--- config.mk ---
export PLATFORM = sky130hd
export DESIGN_NAME = lz77_min_match_filter
export DESIGN_NICKNAME = d
export VERILOG_FILES = /design/src/rtl/lz77_min_match_filter.sv
export SDC_FILE = /design/constraint.sdc
export NUM_CORES = 1
export LEC_CHECK = 0
export CORE_UTILIZATION = 49
export DETAILED_ROUTE_END_ITERATION = 8
export PLACE_DENSITY = 0.88
export SLEW_MARGIN = 25
export SYNTH_ARGS = -nofsm -noshare
export SYNTH_HDL_FRONTEND = slang
export SYNTH_SLANG_ARGS = --single-unit
--- constraint.sdc ---
create_clock -name clk -period 2.15 [get_ports clk]
set_input_delay 0.215 -clock clk [delete_from_list [all_inputs] [get_ports clk]]
set_output_delay 0.215 -clock clk [all_outputs]
set_load 0.03 [all_outputs]
--- src/rtl/lz77_min_match_filter.sv ---
// LZ77 minimum-match filter with valid/ready stream interface.
// Matches shorter than MIN_MATCH are expanded into literals from a short history of absorbed symbols.
module lz77_min_match_filter #(
    parameter int DATA_WIDTH           = 8,
    parameter int DICTIONARY_DEPTH_LOG = 16,
    parameter int CNT_WIDTH            = 9,
    parameter int MIN_MATCH            = 3
) (
    input  logic                            clk,
    input  logic                            rst,
    input  logic                            in_valid,
    output logic                            in_ready,
    input  logic [DATA_WIDTH-1:0]           in_symbol,
    input  logic                            in_tuple,
    input  logic [DICTIONARY_DEPTH_LOG:0]   in_position,
    input  logic [CNT_WIDTH-1:0]            in_length,
    input  logic                            in_last,
    output logic                            out_valid,
    input  logic                            out_ready,
    output logic [DICTIONARY_DEPTH_LOG:0]   out_position,
    output logic [CNT_WIDTH-1:0]            out_length,
    output logic [DATA_WIDTH-1:0]           out_next_symbol,
    output logic                            out_match_valid,
    output logic                            out_last,
    output logic                            proto_err,
    output logic                            dbg_state
);

    localparam int H  = MIN_MATCH - 1;
    localparam int HW = $clog2(MIN_MATCH);

    typedef enum logic {S_IDLE = 1'b0, S_EXPAND = 1'b1} state_t;

    // Handshakes: a beat transfers on a rising edge where valid & ready are both high;
    // valid never waits on ready, and ready never depends combinationally on valid.

    state_t                          state_q, state_d;
    logic [H*DATA_WIDTH-1:0]         hist_q, hist_d;
    logic [HW-1:0]                   hist_cnt_q, hist_cnt_d;
    logic [HW-1:0]                   rem_q, rem_d;
    logic [DATA_WIDTH-1:0]           pend_sym_q, pend_sym_d;
    logic                            pend_last_q, pend_last_d;
    logic                            err_q, err_d;
    logic                            out_valid_q, out_valid_d;
    logic [DICTIONARY_DEPTH_LOG:0]   out_pos_q, out_pos_d;
    logic [CNT_WIDTH-1:0]            out_len_q, out_len_d;
    logic [DATA_WIDTH-1:0]           out_sym_q, out_sym_d;
    logic                            out_last_q, out_last_d;
    logic                            out_load;
    logic                            accept;
    int                              sel_idx;

    always_comb begin
        state_d     = state_q;
        hist_d      = hist_q;
        hist_cnt_d  = hist_cnt_q;
        rem_d       = rem_q;
        pend_sym_d  = pend_sym_q;
        pend_last_d = pend_last_q;
        err_d       = err_q;
        out_valid_d = out_valid_q;
        out_pos_d   = out_pos_q;
        out_len_d   = out_len_q;
        out_sym_d   = out_sym_q;
        out_last_d  = out_last_q;
        sel_idx     = 0;

        out_load = ~out_valid_q | out_ready;
        in_ready = (state_q == S_IDLE) & out_load & ~rst;
        accept   = in_valid & in_ready;

        // A consumed beat with nothing new to present leaves the register empty.
        if (out_load) begin
            out_valid_d = 1'b0;
        end

        case (state_q)
            S_IDLE: begin
                if (accept && !in_tuple) begin
                    for (int i = H - 1; i > 0; i--) begin
                        hist_d[i*DATA_WIDTH +: DATA_WIDTH] = hist_q[(i-1)*DATA_WIDTH +: DATA_WIDTH];
                    end
                    hist_d[0 +: DATA_WIDTH] = in_symbol;
                    if (hist_cnt_q != HW'(H)) begin
                        hist_cnt_d = hist_cnt_q + HW'(1);
                    end
                    if (in_last) begin
                        err_d = 1'b1;
                    end
                end else if (accept) begin
                    hist_cnt_d  = '0;
                    out_valid_d = 1'b1;
                    out_pos_d   = '0;
                    out_len_d   = '0;
                    out_sym_d   = in_symbol;
                    out_last_d  = in_last;
                    if (in_length >= CNT_WIDTH'(MIN_MATCH)) begin
                        out_pos_d = in_position;
                        out_len_d = in_length;
                        if (hist_cnt_q != HW'(H)) begin
                            err_d = 1'b1;
                        end
                    end else if (in_length != '0) begin
                        // Oldest matched symbol goes out first; the tuple's own symbol waits.
                        sel_idx     = int'(in_length) - 1;
                        out_sym_d   = hist_q[sel_idx*DATA_WIDTH +: DATA_WIDTH];
                        out_last_d  = 1'b0;
                        pend_sym_d  = in_symbol;
                        pend_last_d = in_last;
                        rem_d       = HW'(in_length - CNT_WIDTH'(1));
                        state_d     = S_EXPAND;
                        if (CNT_WIDTH'(hist_cnt_q) != in_length) begin
                            err_d = 1'b1;
                        end
                    end
                end
            end
            S_EXPAND: begin
                if (out_load) begin
                    out_valid_d = 1'b1;
                    out_pos_d   = '0;
                    out_len_d   = '0;
                    if (rem_q != '0) begin
                        sel_idx    = int'(rem_q) - 1;
                        out_sym_d  = hist_q[sel_idx*DATA_WIDTH +: DATA_WIDTH];
                        out_last_d = 1'b0;
                        rem_d      = rem_q - HW'(1);
                    end else begin
                        out_sym_d  = pend_sym_q;
                        out_last_d = pend_last_q;
                        state_d    = S_IDLE;
                    end
                end
            end
            default: state_d = S_IDLE;
        endcase
    end

    always_ff @(posedge clk or posedge rst) begin
        if (rst) begin
            state_q     <= S_IDLE;
            hist_q      <= '0;
            hist_cnt_q  <= '0;
            rem_q       <= '0;
            pend_sym_q  <= '0;
            pend_last_q <= 1'b0;
            err_q       <= 1'b0;
            out_valid_q <= 1'b0;
            out_pos_q   <= '0;
            out_len_q   <= '0;
            out_sym_q   <= '0;
            out_last_q  <= 1'b0;
        end else begin
            state_q     <= state_d;
            hist_q      <= hist_d;
            hist_cnt_q  <= hist_cnt_d;
            rem_q       <= rem_d;
            pend_sym_q  <= pend_sym_d;
            pend_last_q <= pend_last_d;
            err_q       <= err_d;
            out_valid_q <= out_valid_d;
            out_pos_q   <= out_pos_d;
            out_len_q   <= out_len_d;
            out_sym_q   <= out_sym_d;
            out_last_q  <= out_last_d;
        end
    end

    assign out_valid       = out_valid_q;
    assign out_position    = out_pos_q;
    assign out_length      = out_len_q;
    assign out_next_symbol = out_sym_q;
    assign out_match_valid = out_valid_q;
    assign out_last        = out_last_q;
    assign proto_err       = err_q;
    assign dbg_state       = state_q;

endmodule

Yosys cells after proc, flatten, opt, wreduce, memory -nomap -nowiden
Cells that the tools add are included.
{"block": "op_classes", "addsub": 5, "order_cmp": 1, "n_eq_ne": 11, "n_shift": 2, "n_mux": 53, "n_bitwise": 9, "n_reduce_logical": 13}
{"operator": "$mux 17", "count": 4}
{"operator": "$mux 8", "count": 6}
{"operator": "$mux 9", "count": 4}
{"operator": "$pmux 17 s2", "count": 1}
{"operator": "$mux 1", "count": 23}
{"operator": "$mux 2", "count": 9}
{"operator": "$pmux 9 s2", "count": 1}
{"operator": "$pmux 8 s2", "count": 1}
{"operator": "$shiftx 16x13->8", "count": 1}
{"operator": "$shiftx 16x6->8", "count": 1}
{"operator": "$reduce_and 6->1", "count": 2}
{"operator": "$ne 2x2->1 const B", "count": 5}
{"operator": "$sub 9x1->10 const B", "count": 1}
{"operator": "$ge 9x2->1 const B", "count": 1}
{"operator": "$ne 2x9->1", "count": 1}
{"operator": "$reduce_bool 9->1", "count": 1}
{"operator": "$ne 2x1->1 const B", "count": 4}
{"operator": "$pmux 1 s2", "count": 3}
{"operator": "$reduce_and 3->1", "count": 2}
{"operator": "$reduce_bool 3->1", "count": 2}
{"operator": "$not 1->1", "count": 5}
{"operator": "$reduce_and 5->1", "count": 1}
{"operator": "$pmux 2 s2", "count": 1}
{"operator": "$reduce_bool 2->1", "count": 2}
{"operator": "9 further kinds", "count": 12}
{"block": "word_totals", "register_bits": 67, "input_bits": 40, "out_inout_bits": 40, "elab_cells": 106}

Longest topological paths before layout
{"block": "depth", "ltp_word": 8, "depth_mapped": 9, "depth_no_buf": 6}

Least setup slack after synthesis
No wires, ideal clock.
{"block": "synth_path", "kind": "reg-to-reg", "from": "reg out_valid_q (netlist: out_match_valid)", "to": "reg pend_last_q", "setup_ps": 125, "arrival_time_ps": 1916, "required_time_ps": 2025, "slack_ps": 109, "path_stages_with_launch": 6, "n_path_buf": 1, "period_less_slack_ps": 2041, "cell_sequence": "dfrtp_1 > nor2b_1 > or4_4 > nor3b_2 > buf_4 > mux2_2"}
{"block": "synth_between", "elab_chain_len": 8}
{"element": "from (decl)", "line": "44", "source": "logic out_valid_q, out_valid_d;"}
{"element": "from (signal assigned)", "line": "161", "source": "out_valid_q <= out_valid_d;"}
{"element": "$not 1->1 (*)", "line": "68", "source": "out_load = ~out_valid_q | out_ready;"}
{"element": "$or 1x1->1 (*)", "line": "68"}
{"element": "$and 1x1->1 (*) (2 in a row)", "line": "69", "source": "in_ready = (state_q == S_IDLE) & out_load & ~rst;"}
{"element": "$and 1x1->1 (*)", "line": "70", "source": "accept = in_valid & in_ready;"}
{"element": "$logic_and 1x1->1", "line": "79", "source": "if (accept && !in_tuple) begin"}
{"element": "$not 1->1 (no source line)"}
{"element": "$reduce_and 5->1 (no source line) (*)"}
{"element": "to (signal assigned)", "line": "159", "source": "pend_last_q <= pend_last_d;"}
{"element": "to (decl)", "line": "42", "source": "logic pend_last_q, pend_last_d;"}
Every way passes the cells marked *; elsewhere a longest branch is shown, timed or not.
A chain may end at the register's enable or synchronous reset.

Final worst setup path
{"block": "layout_path", "from": "reg out_valid_q (netlist: out_match_valid)", "to": "reg pend_sym_q[0]"}
{"block": "layout_between", "elab_chain_len": 8}
{"element": "$not 1->1 (*)", "line": "68"}
{"element": "$or 1x1->1 (*)", "line": "68"}
{"element": "$and 1x1->1 (*) (2 in a row)", "line": "69"}
{"element": "$and 1x1->1 (*)", "line": "70"}
{"element": "$logic_and 1x1->1", "line": "79"}
{"element": "$not 1->1 (no source line)"}
{"element": "$reduce_and 5->1 (no source line) (*)"}
{"element": "to (signal assigned)", "line": "158", "source": "pend_sym_q <= pend_sym_d;"}
{"element": "to (decl)", "line": "41", "source": "logic [DATA_WIDTH-1:0] pend_sym_q, pend_sym_d;"}
Marked as above.

==> run_results.csv <==
group,metric,value,unit
run_status,status,"complete, no violations",
floorplan,start_util,0.5055,
timing,slew_violations,0,
finish,seq_area,1677,um2
placement,placed_cell_area,4295,um2
floorplan,dieHeight,82.71,um
timing,clock_skew,0.006012,ns
yosys,synth_nets,330,
global_route,grt_use_met3,0.05055,
worst_setup_path,cp.required,2.39,ns
worst_setup_path,crit_path_start_kind,"flop",
yosys,yosysSeqAreaShare,0.5253,
global_route,grt_max_degree,30,
global_route,grt_pass1_wl,12.98,mm
finish,final_cells,475,
floorplan,num_rows,29,
power,leakagePower,2.005,nW
timing,fin_setup_tns,0,ns
routing,drcViolationCount,0,
finish,syn_to_final_growth,40.81,%
floorplan,ios,80,
placement,place_ws,-0.2058,ns
power,ir_drop,0.8006,mV
timing,worst_slack,0.1619,ns
routing,dr.pass1.iters,4,
routing,vias_per_cell,5.851,
routing,wl,8.347,mm
yosys,post_synth.cell_area_avg,11.20,um2
finish,final_util,0.7119,
clock_tree,htreeDepth,3,
clock_tree,insertion_delay,0.35,ns
worst_setup_path,cp_slowest_cell,"or4_4",
worst_setup_path,critPathBufInv,1,
global_route,grtUsageMet1,0.3224,
yosys,netlist_instances,285,
clock_tree,numClockSinks,67,
timing,hold_viol,0,
routing,dr_total_vias,2779,
placement,dp_cells,459,
clock_tree,tritoncts,"yes",
yosys,synth-edff-count,0,
timing,clock.fmax,503.0,MHz
timing,post-route-period-util,0.9247,
yosys,ys.warnings.count,0,
placement,gp_congestion,0.8341,
timing,slew_headroom,0.5343,
timing,rsz0062_at_grt,"false",
finish,fill_cells,430,
worst_hold_path,hold_path_class,"in -> async",
yosys,synth_seq_cells,67,
yosys,synthDistinctLibCells,39,
global_route,grt_pass1_vias,2765,
clock_tree,cts_root_buf,"clkbuf_8",
finish,drive_gt1_frac,0.2161,
clock_tree,cts_max_path_buffers,2,
global_route,busiest_layer,"met2",
yosys,synthArstFlopShare,1.000,
finish,fin_nets,438,
yosys,syn_area,3192,um2
worst_setup_path,path_class,"reg -> reg",
flow_run,drv_cap,0,
floorplan,core,6314,um2
worst_setup_path,critPathMaxFanout,7,
finish,diodes,0,
placement,dpl.hpwl,5.886,mm
worst_setup_path,path_delay_family,"simple AND/OR/NAND/NOR gates",
worst_setup_path,crit_chain,"nor2b_1 > or4_4 > nor3b_2 > buf_4 > mux2_2",
finish,layout_common_cells,"clkdlybuf4s50_1 (78), dfrtp_1 (67), buf_4 (34), mux2_2 (25), nand2_1 (23)",
global_route,grt_use_total,0.2607,
timing,setup_violations,0,
floorplan,fp.dieW,82.71,um
finish,stdcell_area,4494,um2
clock_tree,numCtsBuffers,9,
finish,layout_commonest_cell,"clkdlybuf4s50_1",
clock_tree,path_clk_slew,0.08,ns
worst_setup_path,cp_data_arrival_time,2.22,ns
clock_tree,postCtsSetupRepairBufs,0,
timing,fin_crit,1.988,ns
routing,wl_per_cell,17.57,um
finish,multi_input_area,1399,um2
global_route,met2_usage,0.4320,
routing,drt_iter0_markers,215,
yosys,ys.flop_type,"dfrtp_1",
worst_setup_path,cp-end-kind,"flop",
worst_setup_path,worst_path_largest_cell_delay,0.50,ns
power,p_per_area,1254,nW/um2
global_route,grt_antenna_before_repair,0,
routing,antenna_left,0,
global_route,overflow,0,
timing,tightest_slew,0.6961,ns
floorplan,dieArea,6841,um2
placement,port_buffers,79,
synthesized netlist by cell type, types with 2 or more instances:
cell       n  area [um2]
a21oi_1   10       50.05
a22o_1    22       192.7
a31oi_1   10       62.56
and3_1     2       12.51
buf_2      6       30.03
buf_4      3       22.52
clkbuf_1   8       30.03
dfrtp_1   67        1677
ha_1       5       62.56
inv_1      8       30.03
mux2_2    25       281.5
mux2i_1   17       170.2
nand2_1   23       86.33
nand2b_1   6       37.54
nand3_1   14       70.07
nor2_1    11       41.29
nor3_1     4       20.02
nor4_2     2       25.02
o21ai_0   11       55.05
or4_1     10       75.07
xnor2_1    3       26.28
layer usage:
metal | wire length, um | up-vias
met4 | 208 | 0
met1 | 3385 | 1352
met2 | 3983 | 141
met3 | 769 | 22
li1 | - | 1264
met5 | 0 | -
kinds of logic after synthesis:
group,synth area share
AOI/OAI and AO/OA,0.1294
adders and majority gates,0.01960
DFF,0.5253
xor gates and xnor gates,0.01098
and+or+nand+nor,0.1341
buffers and inverters,0.03920
muxes,0.1415
path summary, 6_finish.rpt:
check / slack (ns) / cells past startpoint / from / end
setup / recovery: 0.16 / 5 / out_match_valid / pend_sym_q[0]
hold / removal: 0.35 / 3 / rst / out_length[3]
setup reg to reg: 0.16 / 5 / out_match_valid / pend_sym_q[0]
hold reg to reg: 0.48 / 2 / out_length[6] / out_length[6]
max in group asynchronous: 1.13 / 4 / rst / out_position[3]
min in group clk: 0.46 / 3 / in_length[6] / out_length[6]
state kept, by name, indices dropped and copies added, names as in the netlist:
name / flops
dbg_state: 1
proto_err: 1
pend_last_q: 1
out_next_symbol: 8
hist_q: 16
hist_cnt_q: 2
pend_sym_q: 8
out_length: 9
out_match_valid: 1
rem_q: 2
out_last: 1
out_position: 17
per-stage QoR:
stage          hold slack (ns)  total power, mW
2_1_floorplan           0.3041            3.508
3_3_place_gp            0.4525            4.491
3_5_place_dp            0.4675            4.583
4_1_cts                 0.3586            5.660
5_1_grt                 0.4036            5.946
6_report                0.3525            5.636
cell type report:
cell class	count	share of cell area
flip-flops and latches	67	0.3731
multi-input cells	190	0.3112
repair buffers	115	0.2414
clock buffers	9	0.02756
well taps	77	0.02144
clock inverters	7	0.01698
inverters	10	0.008352
what timing repair did:
item,4_1_cts,5_1_grt
hold buffers,0,0
resized for setup,1,0
endpoints found under the setup margin,1,0
worst min-delay path: stages:
cell	delay, ns
clkdlybuf4s50_1	0.42
buf_4	0.15
inv_2	0.36
report_power, final:
group,switching (mW),internal [mW],leakage (nW),total [mW]
combinational,1.36,1.16,1.09,2.52
sequential,0.316,1.74,0.823,2.05
clock,0.524,0.543,0.0962,1.07
total,2.20,3.44,2.01,5.64
Power figures use the tool's default switching activity.
